## config.mk

```make
export PLATFORM = sky130hd
export DESIGN_NAME = gray_bin_sync
export DESIGN_NICKNAME = d
export VERILOG_FILES = /design/src/rtl/gray_bin_sync.sv
export SDC_FILE = /design/constraint.sdc
export NUM_CORES = 1
export LEC_CHECK = 0
export CORE_ASPECT_RATIO = 1.1
export CORE_MARGIN = 3
export CORE_UTILIZATION = 43
export CTS_CLUSTER_DIAMETER = 60
export DETAILED_ROUTE_END_ITERATION = 6
export PLACE_DENSITY = 0.71
export RECOVER_POWER = 100
export SLEW_MARGIN = 10
export SYNTH_ARGS = -nofsm -noshare
export SYNTH_HDL_FRONTEND = slang
export SYNTH_SLANG_ARGS = --single-unit
```

## constraint.sdc

```tcl
create_clock -name clk -period 1.5 [get_ports clk]
set_input_delay 0.3 -clock clk [delete_from_list [all_inputs] [get_ports clk]]
set_output_delay 0.3 -clock clk [all_outputs]
set_load 0.02 [all_outputs]
```

## src/rtl/gray_bin_sync.sv

```systemverilog
// rtl/gray_bin_sync.sv - Gray-code pointer receiver: synchroniser, decode, step classifier
//
// Brings a Gray-coded count from a foreign clock domain into clk, converts
// it to binary and reports each observed change as an up step, down step or
// illegal multi-bit jump.
//
// Ports:
//   clk        local clock, all state on the rising edge
//   rst_n      asynchronous active-low reset
//   gray_in    Gray-coded count, asynchronous to clk
//   err_clr    synchronous clear of err_sticky
//   bin_out    registered binary value of the synchronised Gray count
//   changed    one-cycle pulse when bin_out takes a new value
//   dir_up     qualifies changed: 1 = +1 step, 0 = -1 step or error
//   step_err   one-cycle pulse when more than one Gray bit changed
//   err_sticky set by step_err, held until err_clr
module gray_bin_sync #(
    parameter int WIDTH       = 4,
    parameter int SYNC_STAGES = 2
) (
    input  logic             clk,
    input  logic             rst_n,
    input  logic [WIDTH-1:0] gray_in,
    input  logic             err_clr,
    output logic [WIDTH-1:0] bin_out,
    output logic             changed,
    output logic             dir_up,
    output logic             step_err,
    output logic             err_sticky
);

    localparam logic [WIDTH-1:0] ONE = {{(WIDTH-1){1'b0}}, 1'b1};

    // Plain flop chain: nothing may sit between these stages.
    logic [WIDTH-1:0] sync_q [SYNC_STAGES];
    logic [WIDTH-1:0] gray_s;

    logic [WIDTH-1:0] gray_q;
    logic [WIDTH-1:0] bin_q;
    logic             changed_q;
    logic             dir_up_q;
    logic             step_err_q;
    logic             err_sticky_q;

    logic [WIDTH-1:0] bin_d;
    logic [WIDTH-1:0] diff;
    logic             any_change;
    logic             multi_change;
    logic             is_up;

    assign gray_s = sync_q[SYNC_STAGES-1];

    always_ff @(posedge clk or negedge rst_n) begin
        if (!rst_n) begin
            for (int i = 0; i < SYNC_STAGES; i++) begin
                sync_q[i] <= '0;
            end
        end else begin
            sync_q[0] <= gray_in;
            for (int i = 1; i < SYNC_STAGES; i++) begin
                sync_q[i] <= sync_q[i-1];
            end
        end
    end

    // Binary bit i is the XOR of Gray bits i..MSB.
    always_comb begin
        bin_d = '0;
        for (int i = 0; i < WIDTH; i++) begin
            bin_d[i] = ^(gray_s >> i);
        end
    end

    // diff & (diff - 1) clears the lowest set bit; anything left means two or
    // more bits flipped in one sample.
    always_comb begin
        diff         = gray_s ^ gray_q;
        any_change   = |diff;
        multi_change = |(diff & (diff - ONE));
        is_up        = (bin_d == (bin_q + ONE));
    end

    always_ff @(posedge clk or negedge rst_n) begin
        if (!rst_n) begin
            gray_q       <= '0;
            bin_q        <= '0;
            changed_q    <= 1'b0;
            dir_up_q     <= 1'b0;
            step_err_q   <= 1'b0;
            err_sticky_q <= 1'b0;
        end else begin
            gray_q     <= gray_s;
            changed_q  <= any_change;
            dir_up_q   <= any_change & ~multi_change & is_up;
            step_err_q <= multi_change;
            // Even an illegal jump is tracked so bin_out follows the producer.
            if (any_change) begin
                bin_q <= bin_d;
            end
            // A new error takes precedence over a simultaneous clear.
            if (multi_change) begin
                err_sticky_q <= 1'b1;
            end else if (err_clr) begin
                err_sticky_q <= 1'b0;
            end
        end
    end

    assign bin_out    = bin_q;
    assign changed    = changed_q;
    assign dir_up     = dir_up_q;
    assign step_err   = step_err_q;
    assign err_sticky = err_sticky_q;

endmodule

```

* Word-level counts from Yosys, hierarchy flattened
Index checks and enable logic that the tools add are counted.
** Word-level totals
- Flip-flop bits (word level) :: 20
- Bits of input ports :: 7
- Output and inout bits :: 8
- Logic and storage cells :: 25
** Operators by class
- Add/sub/neg operators :: 2
- Eq/ne operators :: 1
- Multiplexer cells :: 2
- Bitwise gates (word level) :: 5
- Reduce and logical (&&, ||, !) cells :: 7
** Operator list (number)
- $reduce_xor 4->1 :: 4
- $reduce_or 4->1 :: 2
- $add 4x1->4 const B :: 1
- $and 4x4->4 :: 1
- $eq 4x4->1 :: 1
- $sub 4x1->4 const B :: 1
- $xor 4x4->4 :: 1
- $and 1x1->1 :: 2
- $mux 1 :: 2
- $reduce_bool 2->1 :: 1
- $not 1->1 :: 1

* Logic depth before layout (Yosys ltp)
Gate-level depths: netlist of the first run.
- Depth in word-level cells :: 7
- Gate-level depth with buffers :: 5

* Least setup slack after synthesis of the first run
Ideal clock, no wire load.
- Path type :: reg2reg
- Start :: reg bin_q[0] (netlist: bin_out[0])
- End :: reg dir_up_q (netlist: dir_up)
- Arrival :: 1.549 ns
- Required time :: 1.389 ns
- Path slack :: -0.161 ns
- Cell stages (with the launch flop) :: 6
- Clock period less this slack :: 1.661 ns
- Path through :: dfrtp_1 > ha_1 > xnor3_1 > nor2b_2 > mux2i_1 > a2111oi_2
** On the way
- Word-level cells in the longest chain between the ends :: 3
** Ends and longest elaborated chain
- from (decl) :: RTL line 39 : logic [WIDTH-1:0] bin_q;
- from (signal assigned) :: RTL line 98 : bin_q <= bin_d;
- $add 4x1->4 :: RTL line 80 : is_up = (bin_d == (bin_q + ONE));
- $eq 4x4->1 :: RTL line 80
- $and 1x1->1 :: RTL line 94 : dir_up_q <= any_change & ~multi_change & is_up;
- to (signal assigned) :: RTL line 94
- to (decl) :: RTL line 41 : logic dir_up_q;
No other way between the ends.
A chain may end at the register's enable or synchronous reset.

* Final worst setup path of the first run
Same ends and word-level chain as after synthesis.

==> results of run 1 <==
## kinds of logic after synthesis
| family | Yosys count |
|---|---|
| AOI/OAI and AO/OA | 5 |
| and+or+nand+nor | 9 |
| xor gates and xnor gates | 10 |
| adders and majority gates | 2 |
| DFF | 20 |
| muxes | 3 |
| buffers and inverters | 3 |
## worst max-delay path: stages, from the launching register on
cell	delay, ns
dfrtp_2	0.45
ha_4	0.16
xnor3_1	0.39
and2b_2	0.23
mux2i_2	0.23
a2111oi_4	0.05
## through the flow
stage	area, µm²	util (%)	setup slack, ns	setup TNS [ns]
after floorplan	777	-	-0.00961	-0.00961
after global placement	993	61.6	-0.0350	-0.0761
after detailed placement	993	61.6	-0.0820	-0.111
after CTS	1040	64.6	-0.0661	-0.0661
after global routing	1100	68.2	-0.133	-0.368
final	1100	68.2	-0.109	-0.125
## routing by layer
layer	global-route usage [%]	wire length, µm
met1	14.5	610
met2	21.6	691
met3	3.23	71
met4	7.11	18
met5	0	0
## what timing repair did
item | CTS | global route
resized for setup | 14 | 13
hold buffers | 0 | 0
buffers inserted | 0 | 2
setup endpoints to repair | 11 | 6
cloned | 0 | 0
pin swaps | 3 | 2
## area by class of cell
| class | count | share of cell area, % |
|---|---|---|
| multi-input combinational | 29 | 30.6 |
| clock buffer | 4 | 3.30 |
| timing repair buffer | 24 | 17.6 |
| sequential | 20 | 45.9 |
| tap | 17 | 1.93 |
| inverter | 2 | 0.682 |
## power by group
group	internal [W]	switching (W)	total, W
logic	0.000185	0.000163	0.000348
clock network	0.000148	0.000158	0.000306
registers	0.000585	0.0000368	0.000622
## registers in the layout, indices dropped and copies added, names as in the netlist
signal      flops
bin_out         4
gray_q          4
gray_s          4
sync_q          4
changed         1
dir_up          1
err_sticky      1
step_err        1
## placed cells by master, fill, tap and decap left out, drive strengths merged, types with 2 or more instances in the layout
master / Yosys / routed
o21ai: 2 / 2
nand3: 2 / 2
inv: 2 / 2
nor2b: 2 / 2
dfrtp: 20 / 20
dlygate4sd2: 0 / 6
buf: 0 / 9
xnor2: 7 / 7
dlygate4sd3: 0 / 4
nand2: 2 / 2
clkbuf: 1 / 7
mux2: 2 / 2
clkdlybuf4s50: 0 / 2
xor2: 2 / 2
## worst max path at each step
stage | start | endpoint | cells past startpoint
2_1_floorplan | gray_s[3] | dir_up | 4
3_3_place_gp | gray_s[2] | dir_up | 4
3_5_place_dp | gray_s[2] | dir_up | 4
4_1_cts | gray_s[2] | dir_up | 4
5_1_grt | bin_out[0] | dir_up | 5
6_report | bin_out[0] | dir_up | 5
==> metrics.yaml, run 1 <==
global_route:
  grt_start_max_net_pins: 21
  grt_pass1_vias: 478
  antenna_found_initial: 0
  overflow: 0
  track_usage_pct: 13.0
  grt_first_pass_wirelength_mm: 2.10
synth:
  yosys.area_share.xor_xnor_pct: 13.3
  synth_compound_area_share_pct: 4.92
  yosys.area.top_type_share_pct: 65.6
  synth_edf_count: 0
  synth_area_um2: 763
  synth_most_common_cell: "dfrtp_1"
  yosys.area_share.simple_pct: 7.54
  ys_ff_latch: 20
  yosys.area.top_type: "dfrtp_1"
  synth_common_cells: "20 x dfrtp_1, 7 x xnor2_1"
  seq_area_frac_synth_pct: 65.6
  syn_nets: 60
  synth.avg_cell_area_um2: 14.7
  ys.flop_type: "dfrtp_1"
  syn_inst: 52
  synth_top_family_by_area: "XOR/XNOR gates"
  yosys_warnings: 0
  async_reset_ff_share_pct: 100
  yosys.area_share.adder_pct: 2.95
  synth_cell_types: 21
  netlist_top_cells_area: "dfrtp_1 66%, xnor2_1 8.0%, mux2_2 3.0%"
  synthMuxAreaShare_pct: 4.26
cells_and_area:
  area_growth_pct: 44.3
  fin_cells: 96
  antenna_cells: 0
  nFillCells: 132
  regArea_um2: 505
  multi_input_area_um2: 337
  drive_above_1_share_pct: 41.8
  fin_nets: 88
route:
  viasPerCell: 4.92
  first_pass_iters: 4
  drtAntennaViolNets: 0
  drc: 0
  wl_per_cell_um: 14.5
  num_vias: 472
  routed_wl_mm: 1.39
  drt_iter0_markers: 3
floorplanning:
  rows: 15
  initial_core_util_pct: 47.3
  core_um2: 1610
  die_w_um: 46.2
  dieHeight_um: 50.2
  io_pins: 15
  die_area_um2: 2320
clocking:
  h-tree-depth: 1
  cts_tree: "built"
  clkLatencyLatePin_ns: 0.29
  path_clk_slew_ns: 0.12
  ctsRootBufferMaster: "clkbuf_4"
  numCtsBuffers: 3
  clkSinkCount: 20
  clock_path_buffers: 2
timing:
  hold_slack_ns: 0.361
  hold_viol_final: 0
  slew_viol_final: 0
  min_period_ns: 1.61
  rsz0062_at_grt: "true"
  max_slew.worst_pin.slew_ns: 1.02
  skew_ns: 0.00896
  setup_violations: 3
  setup_ws_ns: -0.109
  relSlewSlack_pct: 32.2
  fmax_mhz: 621
  period_share_pct: 107
worst_setup_path:
  reg2reg_slack_ns: -0.11
  endpoint_kind: "flop"
  cp.required_ns: 1.68
  reg2regPathDepth: 5
  start_kind: "flop"
  crit_fanout: 2
  crit_type: "reg2reg"
  r2r-end: "dir_up"
  r2r-start: "bin_out[0]"
  cp.arrival_ns: 1.79
pwr:
  ir_worst_vdd_v: 0.000728
  p_per_area_nw_per_um2: 1160
  p_leak_nw: 0.481
  total_power_w: 0.00128
placement:
  dp.cells: 90
  routabilityCongestion: 0.709
  post-dp-hpwl_um: 953
  placement.io_buffers: 14
hold_path:
  hold_path_depth: 0
  worstHoldPathType: "reg2reg"
  hold_path_end: "gray_s[1]"
  min-delay-start: "sync_q[5]"
outcome:
  status: "finished, violations left"
  violations: "setup timing"
flow_run:
  cap_violations: 0
No activity file was read; power rests on OpenSTA's default activity.
==> run 2, diff against run 1 <==
--- a/config.mk
+++ b/config.mk
@@ -5,6 +5,7 @@
 export SDC_FILE = /design/constraint.sdc
 export NUM_CORES = 1
 export LEC_CHECK = 0
+export CAP_MARGIN = 15
 export CORE_ASPECT_RATIO = 1.1
 export CORE_MARGIN = 3
 export CORE_UTILIZATION = 43
@@ -12,6 +13,7 @@
 export DETAILED_ROUTE_END_ITERATION = 6
 export PLACE_DENSITY = 0.71
 export RECOVER_POWER = 100
+export SKIP_CTS_REPAIR_TIMING = 1
 export SLEW_MARGIN = 10
 export SYNTH_ARGS = -nofsm -noshare
 export SYNTH_HDL_FRONTEND = slang
==> run 2 against run 1 <==
Critical path type unchanged. Largest power group unchanged. Combinational power fell by 11%. Clock skew down 0.0034 ns. Core utilization decreased by 1.3 points. Sequential cell count is the same. Critical path depth is 1 lower. The run still ends with setup timing left. Final cell count is the same.
==> metrics.yaml, run 2 (synthesized netlist as in run 1, its figures left out) <==
floorplanning:
  io_pins: 15  # unchanged
  core_um2: 1610  # unchanged
  dieHeight_um: 50.2  # unchanged
  die_w_um: 46.2  # unchanged
  die_area_um2: 2320  # unchanged
  rows: 15  # unchanged
  initial_core_util_pct: 47.3  # unchanged
cells_and_area:
  final_common_cell: "dfrtp_1"
  design_area_um2: 1080  # -1.9%
  drive_above_1_share_pct: 34.2  # -7.6 points
  antenna_cells: 0  # unchanged
  multi_input_area_um2: 279  # -17%
  area_growth_pct: 41.5
  nFillCells: 130  # -1.5%
  fin_nets: 88  # unchanged
  regArea_um2: 504  # -0.25%
  final_cell_mix: "17 x dfrtp_1, 9 x buf_4, 8 x dlymetal6s2s_1"
worst_setup_path:
  endpoint_kind: "flop"
  worstSetupEndpoint: "dir_up"
  cp.required_ns: 1.69  # about the same
  critPathLaunch: "gray_s[2]"
  crit_fanout: 4  # +2
  reg2regPathDepth: 4  # -1
  crit_type: "reg2reg"
  start_kind: "flop"
  cp.arrival_ns: 1.75  # -0.04 ns
  r2r-start: "gray_s[2]"
  reg2reg_slack_ns: -0.06  # +0.05 ns
  r2r-end: "dir_up"
timing:
  max_slew.worst_pin.slew_ns: 1.04  # +0.0218 ns
  hold_slack_ns: 0.361  # -0.000231 ns
  min_period_ns: 1.56  # -0.0488 ns
  hold_viol_final: 0  # unchanged
  relSlewSlack_pct: 30.7  # -1.5 points
  period_share_pct: 104  # -3.3 points
  setup_ws_ns: -0.0603  # +0.0488 ns
  slew_viol_final: 0  # unchanged
  skew_ns: 0.00551  # -0.00345 ns
  rsz0062_at_grt: "true"
  fmax_mhz: 641  # +3.1%
  setup_violations: 1  # -2
placement:
  placement.io_buffers: 14  # unchanged
  pre_cts_ws_ns: -0.0820  # unchanged
  place_area_um2: 993  # unchanged
  routabilityCongestion: 0.709  # unchanged
  post-dp-hpwl_um: 953  # unchanged
route:
  num_vias: 467  # -1.1%
  wl_per_cell_um: 13.4  # -7.3%
  viasPerCell: 4.86  # -1.1%
  first_pass_iters: 2  # -2
  drtAntennaViolNets: 0  # unchanged
  drc: 0  # unchanged
  routed_wl_mm: 1.29  # -7.3%
  drt_iter0_markers: 2  # -1
pwr:
  sw_frac_of_total_pct: 26.6  # -1.5 points
  total_power_w: 0.00122  # -4.0%
  p_per_area_nw_per_um2: 1130  # -2.1%
  clkPwrFrac_pct: 24.6  # +0.6 points
  pwr-share-comb_pct: 25.2  # -2.1 points
  p_leak_nw: 0.527  # +9.5%
  p_int_w: 0.000899  # -2.0%
  ir_worst_vdd_v: 0.000724  # -0.46%
  switchingPower_w: 0.000326  # -9.1%
  pwr-share-seq_pct: 50.2  # +1.4 points
global_route:
  grt_start_max_net_pins: 21  # unchanged
  grt_pass1_vias: 473  # -1.0%
  track_usage_pct: 13.3  # +0.35 points
  grt_first_pass_wirelength_mm: 2.16  # +3.0%
  overflow: 0  # unchanged
  antenna_found_initial: 0  # unchanged
clocking:
  path_clk_slew_ns: 0.11  # about the same
  h-tree-depth: 1  # unchanged
  clock_path_buffers: 2  # unchanged
  numCtsBuffers: 3  # unchanged
  cts_tree: "built"
  ctsRootBufferMaster: "clkbuf_4"
  clkLatencyLatePin_ns: 0.29  # about the same
  clkSinkCount: 20  # unchanged
flow_run:
  cap_violations: 0  # unchanged
outcome:
  violations: "setup timing"
  status: "finished, violations left"
hold_path:
  min-delay-start: "sync_q[5]"
  worstHoldPathType: "reg2reg"
-- run 2: worst min-delay path by stage --
stage,to,depth (start not counted)
floorplan,bin_out[0],0
global placement,gray_s[1],0
detailed placement,gray_s[0],0
CTS,step_err,2
global route,gray_s[0],0
finish,gray_s[1],0
-- run 2: power groups by stage --
| stage | Clock, W | Sequential, W | Combinational (W) |
|---|---|---|---|
| 3_5_place_dp | 0 | 0.000624 | 0.000309 |
| 3_3_place_gp | 0 | 0.000623 | 0.000303 |
| 5_1_grt | 0.000340 | 0.000622 | 0.000338 |
| 6_report | 0.000301 | 0.000615 | 0.000308 |
| 2_1_floorplan | 0 | 0.000663 | 0.000126 |
| 4_1_cts | 0.000313 | 0.000614 | 0.000310 |
-- run 2: metrics by stage --
stage | util, % | TNS, ns | instances
floorplan | - | -0.00961 | 52
global placement | 61.6 | -0.0761 | 90
detailed placement | 61.6 | -0.111 | 90
CTS | 63.8 | -1.08 | 94
global route | 66.9 | -0.282 | 96
finish | 66.9 | -0.0603 | 96
-- run 2: critical path: stages (launching register included) --
cell and delay, ns:
dfrtp_2 0.47, xnor3_1 0.44, and2b_2 0.15, mux2i_1 0.08, a2111oi_2 0.33
-- run 2: cell type report --
type	instances	area share [%]
Clock buffer	4	3.36
Sequential cell	20	46.7
Timing Repair Buffer	24	21.4
Tap cell	17	1.97
Inverter	2	0.695
Multi-Input combinational cell	29	25.8
-- run 2: metal layers --
layer | vias to the layer above | wire length (µm) | global-route usage, %
met5 | - | 0 | 0
met4 | 0 | 18 | 7.11
met3 | 2 | 70 | 3.23
met2 | 11 | 642 | 21.1
met1 | 228 | 560 | 16.1
li1 | 226 | - | -
==> run 3, diff against run 2 <==
--- a/config.mk
+++ b/config.mk
@@ -8,10 +8,10 @@
 export CAP_MARGIN = 15
 export CORE_ASPECT_RATIO = 1.1
 export CORE_MARGIN = 3
-export CORE_UTILIZATION = 43
+export CORE_UTILIZATION = 52
 export CTS_CLUSTER_DIAMETER = 60
 export DETAILED_ROUTE_END_ITERATION = 6
-export PLACE_DENSITY = 0.71
+export PLACE_DENSITY = 0.8
 export RECOVER_POWER = 100
 export SKIP_CTS_REPAIR_TIMING = 1
 export SLEW_MARGIN = 10
==> constraint.sdc (replaced) <==
create_clock -name clk -period 2 [get_ports clk]
set_input_delay 0.4 -clock clk [delete_from_list [all_inputs] [get_ports clk]]
set_output_delay 0.4 -clock clk [all_outputs]
set_load 0.02 [all_outputs]
==> run 3 against run 2 <==
The flow now finishes without violations. Sequential power decreased by 25%. Final area decreased by 9.7%. Critical path depth decreased by 3. Sequential share of layout area increased by 4.7 points. Final cell count decreased by 11%. First-iteration DRC count increased to 3.5 times the previous value. Critical endpoint is now bin_out[0]. Largest cell class unchanged.
==> metrics.yaml, run 3 (synthesized netlist as in run 1, its figures left out) <==
worst_setup_path:
  reg2regPathDepth: 5  # +1
  cp_slowest_cell: "dlygate4sd3_1"
  max_stage_delay_ns: 0.69  # +0.22 ns
  crit_buf_inv: 1  # +1
  cp.required_ns: 1.60  # -0.09 ns
  crit_fanout: 5  # +1
  reg2reg_slack_ns: 0.30  # +0.36 ns
  worstSetupEndpoint: "bin_out[0]"
  r2r-end: "dir_up"
  r2r-start: "bin_out[0]"
  critPathLaunch: "bin_out[0]"
  cp.arrival_ns: 1.42  # -0.33 ns
  cp_num_cells: 1  # -3
  path_delay_family: "buffers and inverters"
  start_kind: "flop"
  endpoint_kind: "output port"
  crit_type: "reg2out"
  path_cells: "dlygate4sd3_1"
global_route:
  overflow: 0  # unchanged
  grt_start_max_net_pins: 21  # unchanged
  antenna_found_initial: 0  # unchanged
  track_usage_pct: 14.2  # +0.85 points
  grt_first_pass_wirelength_mm: 1.97  # -8.9%
  grt_pass1_vias: 463  # -2.1%
outcome:
  status: "completed"
pwr:
  p_leak_nw: 0.409  # -22%
  pwr-share-seq_pct: 47.7  # -2.5 points
  p_per_area_nw_per_um2: 995  # -12%
  p_int_w: 0.000734  # -18%
  clkPwrFrac_pct: 32.9  # +8.3 points
  switchingPower_w: 0.000236  # -27%
  ir_worst_vdd_v: 0.000709  # -2.1%
  sw_frac_of_total_pct: 24.3  # -2.3 points
  pwr-share-comb_pct: 19.4  # -5.8 points
cells_and_area:
  fin_nets: 79  # -10%
  regArea_um2: 500  # -0.74%
  area_growth_pct: 27.7
  nFillCells: 87  # -33%
  drive_above_1_share_pct: 12.9  # -21 points
  design_area_um2: 975  # -9.7%
  multi_input_area_um2: 251  # -9.9%
  antenna_cells: 0  # unchanged
  final_cell_mix: "20 x dfrtp_1, 13 x dlygate4sd3_1, 7 x xnor2_1"
  final_common_cell: "dfrtp_1"
timing:
  max_slew.worst_pin.slew_ns: 0.990  # -0.0491 ns
  fmax_mhz: 549
  skew_ns: 0.00292  # -0.00259 ns
  rsz0062_at_grt: "false"
  relSlewSlack_pct: 34.0  # +3.3 points
  slew_viol_final: 0  # unchanged
  min_period_ns: 1.82
  hold_viol_final: 0  # unchanged
  period_share_pct: 91.1
  setup_violations: 0  # -1
  tns_ns: 0  # +0.0603 ns
clocking:
  h-tree-depth: 1  # unchanged
  clkLatencyLatePin_ns: 0.29  # about the same
  numCtsBuffers: 3  # unchanged
  clock_path_buffers: 2  # unchanged
  ctsRootBufferMaster: "clkbuf_4"
  cts_tree: "built"
  clkSinkCount: 20  # unchanged
  path_clk_slew_ns: 0.11  # about the same
placement:
  post-dp-hpwl_um: 837  # -12%
  placement.io_buffers: 14  # unchanged
  routabilityCongestion: 0.722  # +1.8%
  place_area_um2: 926  # -6.8%
floorplanning:
  initial_core_util_pct: 60.2  # +13 points
  die_w_um: 42.5  # -7.9%
  rows: 13  # -2
  core_um2: 1270  # -21%
  io_pins: 15  # unchanged
  dieHeight_um: 46.2  # -8.0%
  die_area_um2: 1960  # -15%
hold_path:
  worstHoldPathType: "reg2reg"
  hold_path_depth: 0  # unchanged
route:
  drt_iter0_markers: 7  # +5
  drtAntennaViolNets: 0  # unchanged
  routed_wl_mm: 1.12  # -14%
  num_vias: 435  # -6.9%
  wl_per_cell_um: 13.1  # -2.4%
  viasPerCell: 5.12  # +5.2%
  drc: 0  # unchanged
  first_pass_iters: 5  # +3
flow_run:
  cap_violations: 0  # unchanged
run 3: area by class of cell:
type	count	share of cell area, %
sequential	20	51.3
multi-input combinational	29	25.8
timing repair buffer	15	14.8
clock inverter	1	3.08
clock buffer	3	2.31
tap	15	1.93
inverter	2	0.770
run 3: metal layers:
| metal | share of wire (%) | vias to the layer above | wire length, µm | GRT usage, % |
|---|---|---|---|---|
| li1 | - | 208 | - | - |
| met1 | 42 | 206 | 470 | 15.9 |
| met2 | 48 | 17 | 538 | 25.2 |
| met3 | 8.0 | 4 | 89 | 4.69 |
| met4 | 1.6 | 0 | 18 | 5.59 |
| met5 | 0 | - | 0 | 0 |
run 3: worst min path at each step:
stage | start | to | slack (ns)
finish | sync_q[4] | gray_s[0] | 0.36
global route | sync_q[6] | gray_s[2] | 0.37
CTS | sync_q[4] | gray_s[0] | 0.36
detailed placement | sync_q[4] | gray_s[0] | 0.34
global placement | sync_q[4] | gray_s[0] | 0.33
floorplan | rst_n | bin_out[0] | 0.10
run 3: power by group through the flow:
stage | clock network [W] | logic (W) | registers [W]
2_1_floorplan | 0 | 0.0000943 | 0.000494
3_3_place_gp | 0 | 0.000195 | 0.000471
3_5_place_dp | 0 | 0.000201 | 0.000473
4_1_cts | 0.000324 | 0.000204 | 0.000465
5_1_grt | 0.000346 | 0.000208 | 0.000469
6_report | 0.000319 | 0.000188 | 0.000463
run 3: per-stage QoR:
stage               utilization, %  instances  power [W]  setup slack (ns)  hold WS (ns)
CTS                           77.1         85   0.000993             0.224         0.365
global placement              73.0         81   0.000666             0.329         0.333
finish                        76.8         85   0.000970             0.177         0.361
floorplan                        -         52   0.000588             0.339         0.104
detailed placement            73.0         81   0.000673             0.279         0.339
global route                  76.8         85    0.00102             0.103         0.373
